## src/rtl/data_sram_ctrl_pkg.sv

```systemverilog
// Shared definitions for the data SRAM controller.
// - Access size encodings presented by the MEM stage.
// - FSM state encodings for the access sequencer.
// - Data width of the SRAM handshake bus.
// - Helper that flags misaligned half/word accesses.
package data_sram_ctrl_pkg;

  localparam logic [1:0] SZ_B = 2'b00;
  localparam logic [1:0] SZ_H = 2'b01;
  localparam logic [1:0] SZ_W = 2'b10;  // 2'b11 is treated as a word

  localparam logic [1:0] ST_IDLE = 2'd0;
  localparam logic [1:0] ST_ADDR = 2'd1;
  localparam logic [1:0] ST_DATA = 2'd2;
  localparam logic [1:0] ST_DONE = 2'd3;

  localparam int SRAM_DW = 32;

  // Bytes are never misaligned; halves need addr[0]=0; words need addr[1:0]=0.
  function automatic logic is_misaligned(input logic [1:0] size, input logic [1:0] lo);
    logic bad;
    case (size)
      SZ_B:    bad = 1'b0;
      SZ_H:    bad = lo[0];
      default: bad = (lo != 2'b00);
    endcase
    return bad;
  endfunction

endpackage

```

## src/rtl/data_lane_fmt.sv

```systemverilog
// Byte-lane formatter for the data SRAM controller (purely combinational).
// Ports:
//   size_i, sign_i, we_i, addr_lo_i : latched access attributes
//   wdata_i                         : right-aligned store data
//   rdata_i                         : raw SRAM read word
//   wstrb_o                         : byte strobes (0000 for loads)
//   wdata_o                         : store data replicated across lanes
//   rdata_o                         : lane-selected, extended load result (0 for stores)
module data_lane_fmt
  import data_sram_ctrl_pkg::*;
(
  input  logic [1:0]         size_i,
  input  logic               sign_i,
  input  logic               we_i,
  input  logic [1:0]         addr_lo_i,
  input  logic [SRAM_DW-1:0] wdata_i,
  input  logic [SRAM_DW-1:0] rdata_i,
  output logic [3:0]         wstrb_o,
  output logic [SRAM_DW-1:0] wdata_o,
  output logic [SRAM_DW-1:0] rdata_o
);

  logic [7:0]  ld_byte;
  logic [15:0] ld_half;

  always_comb begin
    case (addr_lo_i)
      2'd0:    ld_byte = rdata_i[7:0];
      2'd1:    ld_byte = rdata_i[15:8];
      2'd2:    ld_byte = rdata_i[23:16];
      default: ld_byte = rdata_i[31:24];
    endcase
    ld_half = addr_lo_i[1] ? rdata_i[31:16] : rdata_i[15:0];
  end

  always_comb begin
    wstrb_o = 4'b0000;
    wdata_o = wdata_i;
    rdata_o = '0;
    if (we_i) begin
      case (size_i)
        SZ_B: begin
          wstrb_o = 4'b0001 << addr_lo_i;
          wdata_o = {4{wdata_i[7:0]}};
        end
        SZ_H: begin
          wstrb_o = addr_lo_i[1] ? 4'b1100 : 4'b0011;
          wdata_o = {2{wdata_i[15:0]}};
        end
        default: wstrb_o = 4'b1111;
      endcase
    end else begin
      case (size_i)
        SZ_B:    rdata_o = {{24{sign_i & ld_byte[7]}}, ld_byte};
        SZ_H:    rdata_o = {{16{sign_i & ld_half[15]}}, ld_half};
        default: rdata_o = rdata_i;
      endcase
    end
  end

endmodule

```

## src/rtl/data_sram_ctrl.sv

```systemverilog
// Data SRAM controller: sequences MEM-stage loads/stores onto an SRAM port
// with a split address/data handshake, stalls the pipeline while an access
// is outstanding, and aborts accesses that exceed a watchdog budget.
// Ports:
//   clk, rst                 : clock, synchronous active-high reset
//   mem_req/we/size/sign/addr/wdata : access request from MEM stage
//   mem_hold                 : keep the completed result presented
//   stallreq                 : pipeline stall request
//   rdata_out, rdata_valid   : extended load result / completion
//   addr_err, bus_err        : misalignment pulse, watchdog timeout pulse
//   data_sram_*              : SRAM request/response interface
module data_sram_ctrl
  import data_sram_ctrl_pkg::*;
#(
  parameter int unsigned TIMEOUT_CYC = 255,
  parameter int unsigned CNT_W       = 16
) (
  input  logic               clk,
  input  logic               rst,
  input  logic               mem_req,
  input  logic               mem_we,
  input  logic [1:0]         mem_size,
  input  logic               mem_sign,
  input  logic [31:0]        mem_addr,
  input  logic [31:0]        mem_wdata,
  input  logic               mem_hold,
  output logic               stallreq,
  output logic [31:0]        rdata_out,
  output logic               rdata_valid,
  output logic               addr_err,
  output logic               bus_err,
  output logic               data_sram_req,
  output logic               data_sram_wr,
  output logic [3:0]         data_sram_wstrb,
  output logic [31:0]        data_sram_addr,
  output logic [SRAM_DW-1:0] data_sram_wdata,
  input  logic               data_sram_addr_ok,
  input  logic               data_sram_data_ok,
  input  logic [SRAM_DW-1:0] data_sram_rdata
);

  localparam logic [CNT_W-1:0] TIMEOUT_LIM = CNT_W'(TIMEOUT_CYC);

  logic [1:0]         state_q, state_d;
  logic               we_q, sign_q;
  logic [1:0]         size_q;
  logic [31:0]        addr_q, wdata_q;
  logic [31:0]        result_q, result_d;
  logic [CNT_W-1:0]   cnt_q, cnt_d, cnt_inc;
  logic               bus_err_q, bus_err_d;
  logic               misaligned, accept, timeout_hit;
  logic [SRAM_DW-1:0] lane_rdata;

  assign misaligned = is_misaligned(mem_size, mem_addr[1:0]);
  assign accept     = (state_q == ST_IDLE) && mem_req && !misaligned;

  // The counter value after this cycle; hitting the limit means this was the
  // last ADDR/DATA cycle allowed.
  assign cnt_inc     = cnt_q + CNT_W'(1);
  assign timeout_hit = (cnt_inc == TIMEOUT_LIM);

  data_lane_fmt u_lane_fmt (
    .size_i    (size_q),
    .sign_i    (sign_q),
    .we_i      (we_q),
    .addr_lo_i (addr_q[1:0]),
    .wdata_i   (wdata_q),
    .rdata_i   (data_sram_rdata),
    .wstrb_o   (data_sram_wstrb),
    .wdata_o   (data_sram_wdata),
    .rdata_o   (lane_rdata)
  );

  always_comb begin
    state_d   = state_q;
    result_d  = result_q;
    cnt_d     = cnt_q;
    bus_err_d = 1'b0;
    case (state_q)
      ST_IDLE: begin
        if (accept) begin
          state_d = ST_ADDR;
          cnt_d   = '0;
        end
      end
      ST_ADDR: begin
        cnt_d = cnt_inc;
        // data_ok without addr_ok is not a valid response here.
        if (data_sram_addr_ok && data_sram_data_ok) begin
          state_d  = ST_DONE;
          result_d = lane_rdata;
        end else if (timeout_hit) begin
          state_d   = ST_DONE;
          result_d  = '0;
          bus_err_d = 1'b1;
        end else if (data_sram_addr_ok) begin
          state_d = ST_DATA;
        end
      end
      ST_DATA: begin
        cnt_d = cnt_inc;
        if (data_sram_data_ok) begin
          state_d  = ST_DONE;
          result_d = lane_rdata;
        end else if (timeout_hit) begin
          state_d   = ST_DONE;
          result_d  = '0;
          bus_err_d = 1'b1;
        end
      end
      default: begin
        if (!mem_hold) state_d = ST_IDLE;
      end
    endcase
  end

  always_ff @(posedge clk) begin
    if (rst) begin
      state_q   <= ST_IDLE;
      we_q      <= 1'b0;
      sign_q    <= 1'b0;
      size_q    <= 2'b00;
      addr_q    <= '0;
      wdata_q   <= '0;
      result_q  <= '0;
      cnt_q     <= '0;
      bus_err_q <= 1'b0;
    end else begin
      state_q   <= state_d;
      result_q  <= result_d;
      cnt_q     <= cnt_d;
      bus_err_q <= bus_err_d;
      if (accept) begin
        we_q    <= mem_we;
        sign_q  <= mem_sign;
        size_q  <= mem_size;
        addr_q  <= mem_addr;
        wdata_q <= mem_wdata;
      end
    end
  end

  assign stallreq       = accept || (state_q == ST_ADDR) || (state_q == ST_DATA);
  assign addr_err       = (state_q == ST_IDLE) && mem_req && misaligned;
  assign rdata_valid    = (state_q == ST_DONE);
  assign rdata_out      = result_q;
  assign bus_err        = bus_err_q;
  assign data_sram_req  = (state_q == ST_ADDR);
  assign data_sram_wr   = (state_q == ST_ADDR) && we_q;
  assign data_sram_addr = {addr_q[31:2], 2'b00};

endmodule

```

## config.mk

```make
export PLATFORM = sky130hd
export DESIGN_NAME = data_sram_ctrl
export DESIGN_NICKNAME = d
export VERILOG_FILES = /design/src/rtl/data_sram_ctrl_pkg.sv /design/src/rtl/data_lane_fmt.sv /design/src/rtl/data_sram_ctrl.sv
export SDC_FILE = /design/constraint.sdc
export NUM_CORES = 1
export LEC_CHECK = 0
export ABC_AREA = 1
export CORE_UTILIZATION = 50
export DETAILED_ROUTE_END_ITERATION = 10
export GPL_TIMING_DRIVEN = 0
export PLACE_DENSITY = 0.85
export SYNTH_ARGS = -nofsm -noshare
export SYNTH_HDL_FRONTEND = slang
export SYNTH_SLANG_ARGS = --single-unit
```

## constraint.sdc

```tcl
create_clock -name clk -period 3 [get_ports clk]
set_clock_uncertainty 0.15 [all_clocks]
set_input_delay 0.45 -clock clk [delete_from_list [all_inputs] [get_ports clk]]
set_output_delay 0.45 -clock clk [all_outputs]
set_load 0.01 [all_outputs]
```

==> qor.txt <==
Root Buffer: clkbuf_16
Max-slew violation count: 0
Total CTS buffers: 17
Die Width: 114.2 µm
Number of global-route vias before repair: 6454
Part of the power in the clock network: 30.5%
Worst path bufs/invs: 3
Detailed Route Iter0 Violations: 575
Final setup fails: 0
Routability Congestion: 0.9411
P&R area growth vs syn: 47.78%
Worst hold start: rst
CP Capture Type: output port
R2r setup slk: 0.53 ns
N_diodes: 0
Initial antenna violation count: 0
Post-synth ARST share: 0%
Syn Area/Cell: 6.912 µm²
WHS: 0.2852 ns
Logic gate share of total power: 39.1%
Worst-margin pin slew: 0.6253 ns
Worst Path Required: 2.40 ns
CP startpoint kind: register
CP Class: register to output port
Cells after synthesis: 910
Commonest non-fill, non-tap cell in the layout: clkdlybuf4s50_1
I/O pin total: 212
CTS tree: built
Largest net degree at the start of global routing: 19
Cell internal pwr: 4.468 mW
Non-Filler Instances: 1322
Peak VDD IR: 0.4663 mV
CTS Hold Bufs: 0
Worst-path clk slew: 0.05 ns
Pleak: 3.794 nW
Die Height: 114.2 µm
Max-slew headroom: 58.16%
I/O Buffers: 208
Final Hold Violating Endpoints: 0
R2r endpoint: rdata_out[21]
Fillers: 939
DRC viols: 0
Fin crit share: 97.61%
Yosys Warn Count: 0
Setup_tns: 0 ns
Tot Pwr: 6.846 mW
Most frequent cells in the layout: clkdlybuf4s50_1, nand2_1, nor2_1
EDFF count, synth: 0
DR WL/cell: 15.28 µm
Hold EP: cnt_q[3]
Synth cell types: 35
GRT Util Overall: 31.45%
Pwr dens: 736.5 nW/µm²
Clock Latency Late Sink: 0.42 ns
Crit-path cells: nor2_4, inv_1, clkbuf_2, o22ai_1, nand2_1, o21ai_0, clkdlybuf4s50_1
HP Class: input port to register
Largest stage delay on the critical path: 0.60 ns
Ys flop type: dfxtp_1
Sw frac: 34.74%
Post-DRT Antenna Nets: 0
Starting Density: 51.72%
# placed instances: 1287
Register area share after synthesis: 37.88%
Design area: 9295 µm²
Layout cells sized above 1: 14.21%
Crit path max-delay family: buffers and inverters
FMAX: 341.5 MHz
Final global-route overflow total: 0
Flops & latches, synth: 119
Hold depth: 2
Sequential share of power: 30.4%
WP data arrival: 2.33 ns
Max clock buf depth: 2
Vias per cell: 5.273
Die ar.: 13030 µm²
Cell area after synthesis: 6290 µm²
First-pass GRT wire length: 31730 µm
Site Rows: 40
CP max stage cell: clkdlybuf4s50_1
Routed WL: 20200 µm
Reg2Reg Depth: 9
Pre-antenna DRT Iters: 6
DPL Wire Length: 14900 µm
Core area: 12160 µm²
Placed cell area: 8586 µm²
Minimum clock period: 2.928 ns
H-tree depth: 4
MaxCap Viol Count: 0
Sw power: 2.378 mW
Via count: 6971
R2R Path Start: state_q[0]
Clk sinks: 119
Worst-path fanout max: 10
Status: complete, no violations
Nets: 1255
synth_stat cells (3+ instances only):
master / instances / area share [%]
nand2_1: 141 / 8.4
nor2_2: 7 / 0.70
buf_4: 41 / 4.9
o21ai_0: 141 / 11
nand4_1: 5 / 0.50
dfxtp_1: 119 / 38
a21oi_1: 51 / 4.1
clkbuf_1: 35 / 2.1
ha_1: 7 / 1.4
buf_2: 7 / 0.56
inv_1: 77 / 4.6
nor3_1: 3 / 0.24
nand3_1: 31 / 2.5
o22ai_1: 10 / 0.99
a21oi_2: 21 / 2.9
nor2_1: 142 / 8.5
nor2_4: 3 / 0.54
a22oi_1: 6 / 0.72
or2_2: 7 / 0.70
nand2_2: 23 / 2.3
nand2_4: 3 / 0.54
a221oi_1: 7 / 0.97
a31oi_1: 6 / 0.60
layout make-up:
cell class | instances | area (µm²) | share of cell area [%]
Clock inverter | 8 | 121.4 | 1.306
Timing Repair Buffer | 213 | 2137 | 22.99
Buffer | 84 | 514.2 | 5.532
Inverter | 80 | 309.0 | 3.325
Clock buffer | 23 | 478.0 | 5.142
Tap cell | 168 | 210.2 | 2.261
Multi-Input combinational cell | 627 | 3142 | 33.80
Sequential cell | 119 | 2384 | 25.64
per-stage QoR:
step,util (%),setup slack (ns)
3_5_place_dp,70.60,-0.7503
3_3_place_gp,70.60,-0.7475
5_1_grt,76.43,-0.01793
2_1_floorplan,-,0.7819
6_report,76.43,0.07166
4_1_cts,75.97,0.004117
metal layers:
metal / track usage (%) / part of all wire [%]
met5: 0 / 0
met4: 11.26 / 2.6
met3: 13.13 / 11
met2: 53.21 / 48
met1: 35.46 / 39
kinds of logic after synthesis:
group           count (synthesis)  synth area share [%]
compound gates                249                 22.26
xor+xnor                        1                0.2587
fa+ha+maj                       7                 1.392
buf+inv                       165                 12.87
flops                         119                 37.88
other cells                     1               0.05962
simple gates                  368                 25.28
what timing repair did:
action,CTS,global route
hold endpoints to repair,0,0
pin swaps,2,1
cloned,0,0
buffers inserted,2,3
setup endpoints to repair,25,28
gates resized for setup,16,15
power groups by stage:
stage                     logic, mW  clock network (mW)  registers [mW]
final                          2.68                2.09            2.08
after CTS                      2.64                2.10            2.08
after global routing           2.92                2.18            2.11
after detailed placement       2.58                   0            2.10
after global placement         2.54                   0            2.09
after floorplan                1.47                   0            2.11
worst max-delay path by stage:
stage                     slack [ns]             endpoint        start  cells past startpoint
after detailed placement       -0.75             stallreq  mem_addr[0]                      8
after global routing           -0.02  data_sram_wdata[17]         we_q                      7
final                           0.07   data_sram_wdata[9]    size_q[0]                      7
after global placement         -0.75             stallreq  mem_addr[0]                      8
after CTS                      0.004   data_sram_wstrb[1]    addr_q[0]                      6
after floorplan                 0.78             stallreq   state_q[0]                      6
sequential cells by signal, indices dropped and copies added, names as in the netlist:
register	count
size_q	2
bus_err	1
sign_q	1
rdata_out	32
cnt_q	16
state_q	2
we_q	1
wdata_q	32
addr_q	32
Power figures use the tool's default switching activity.
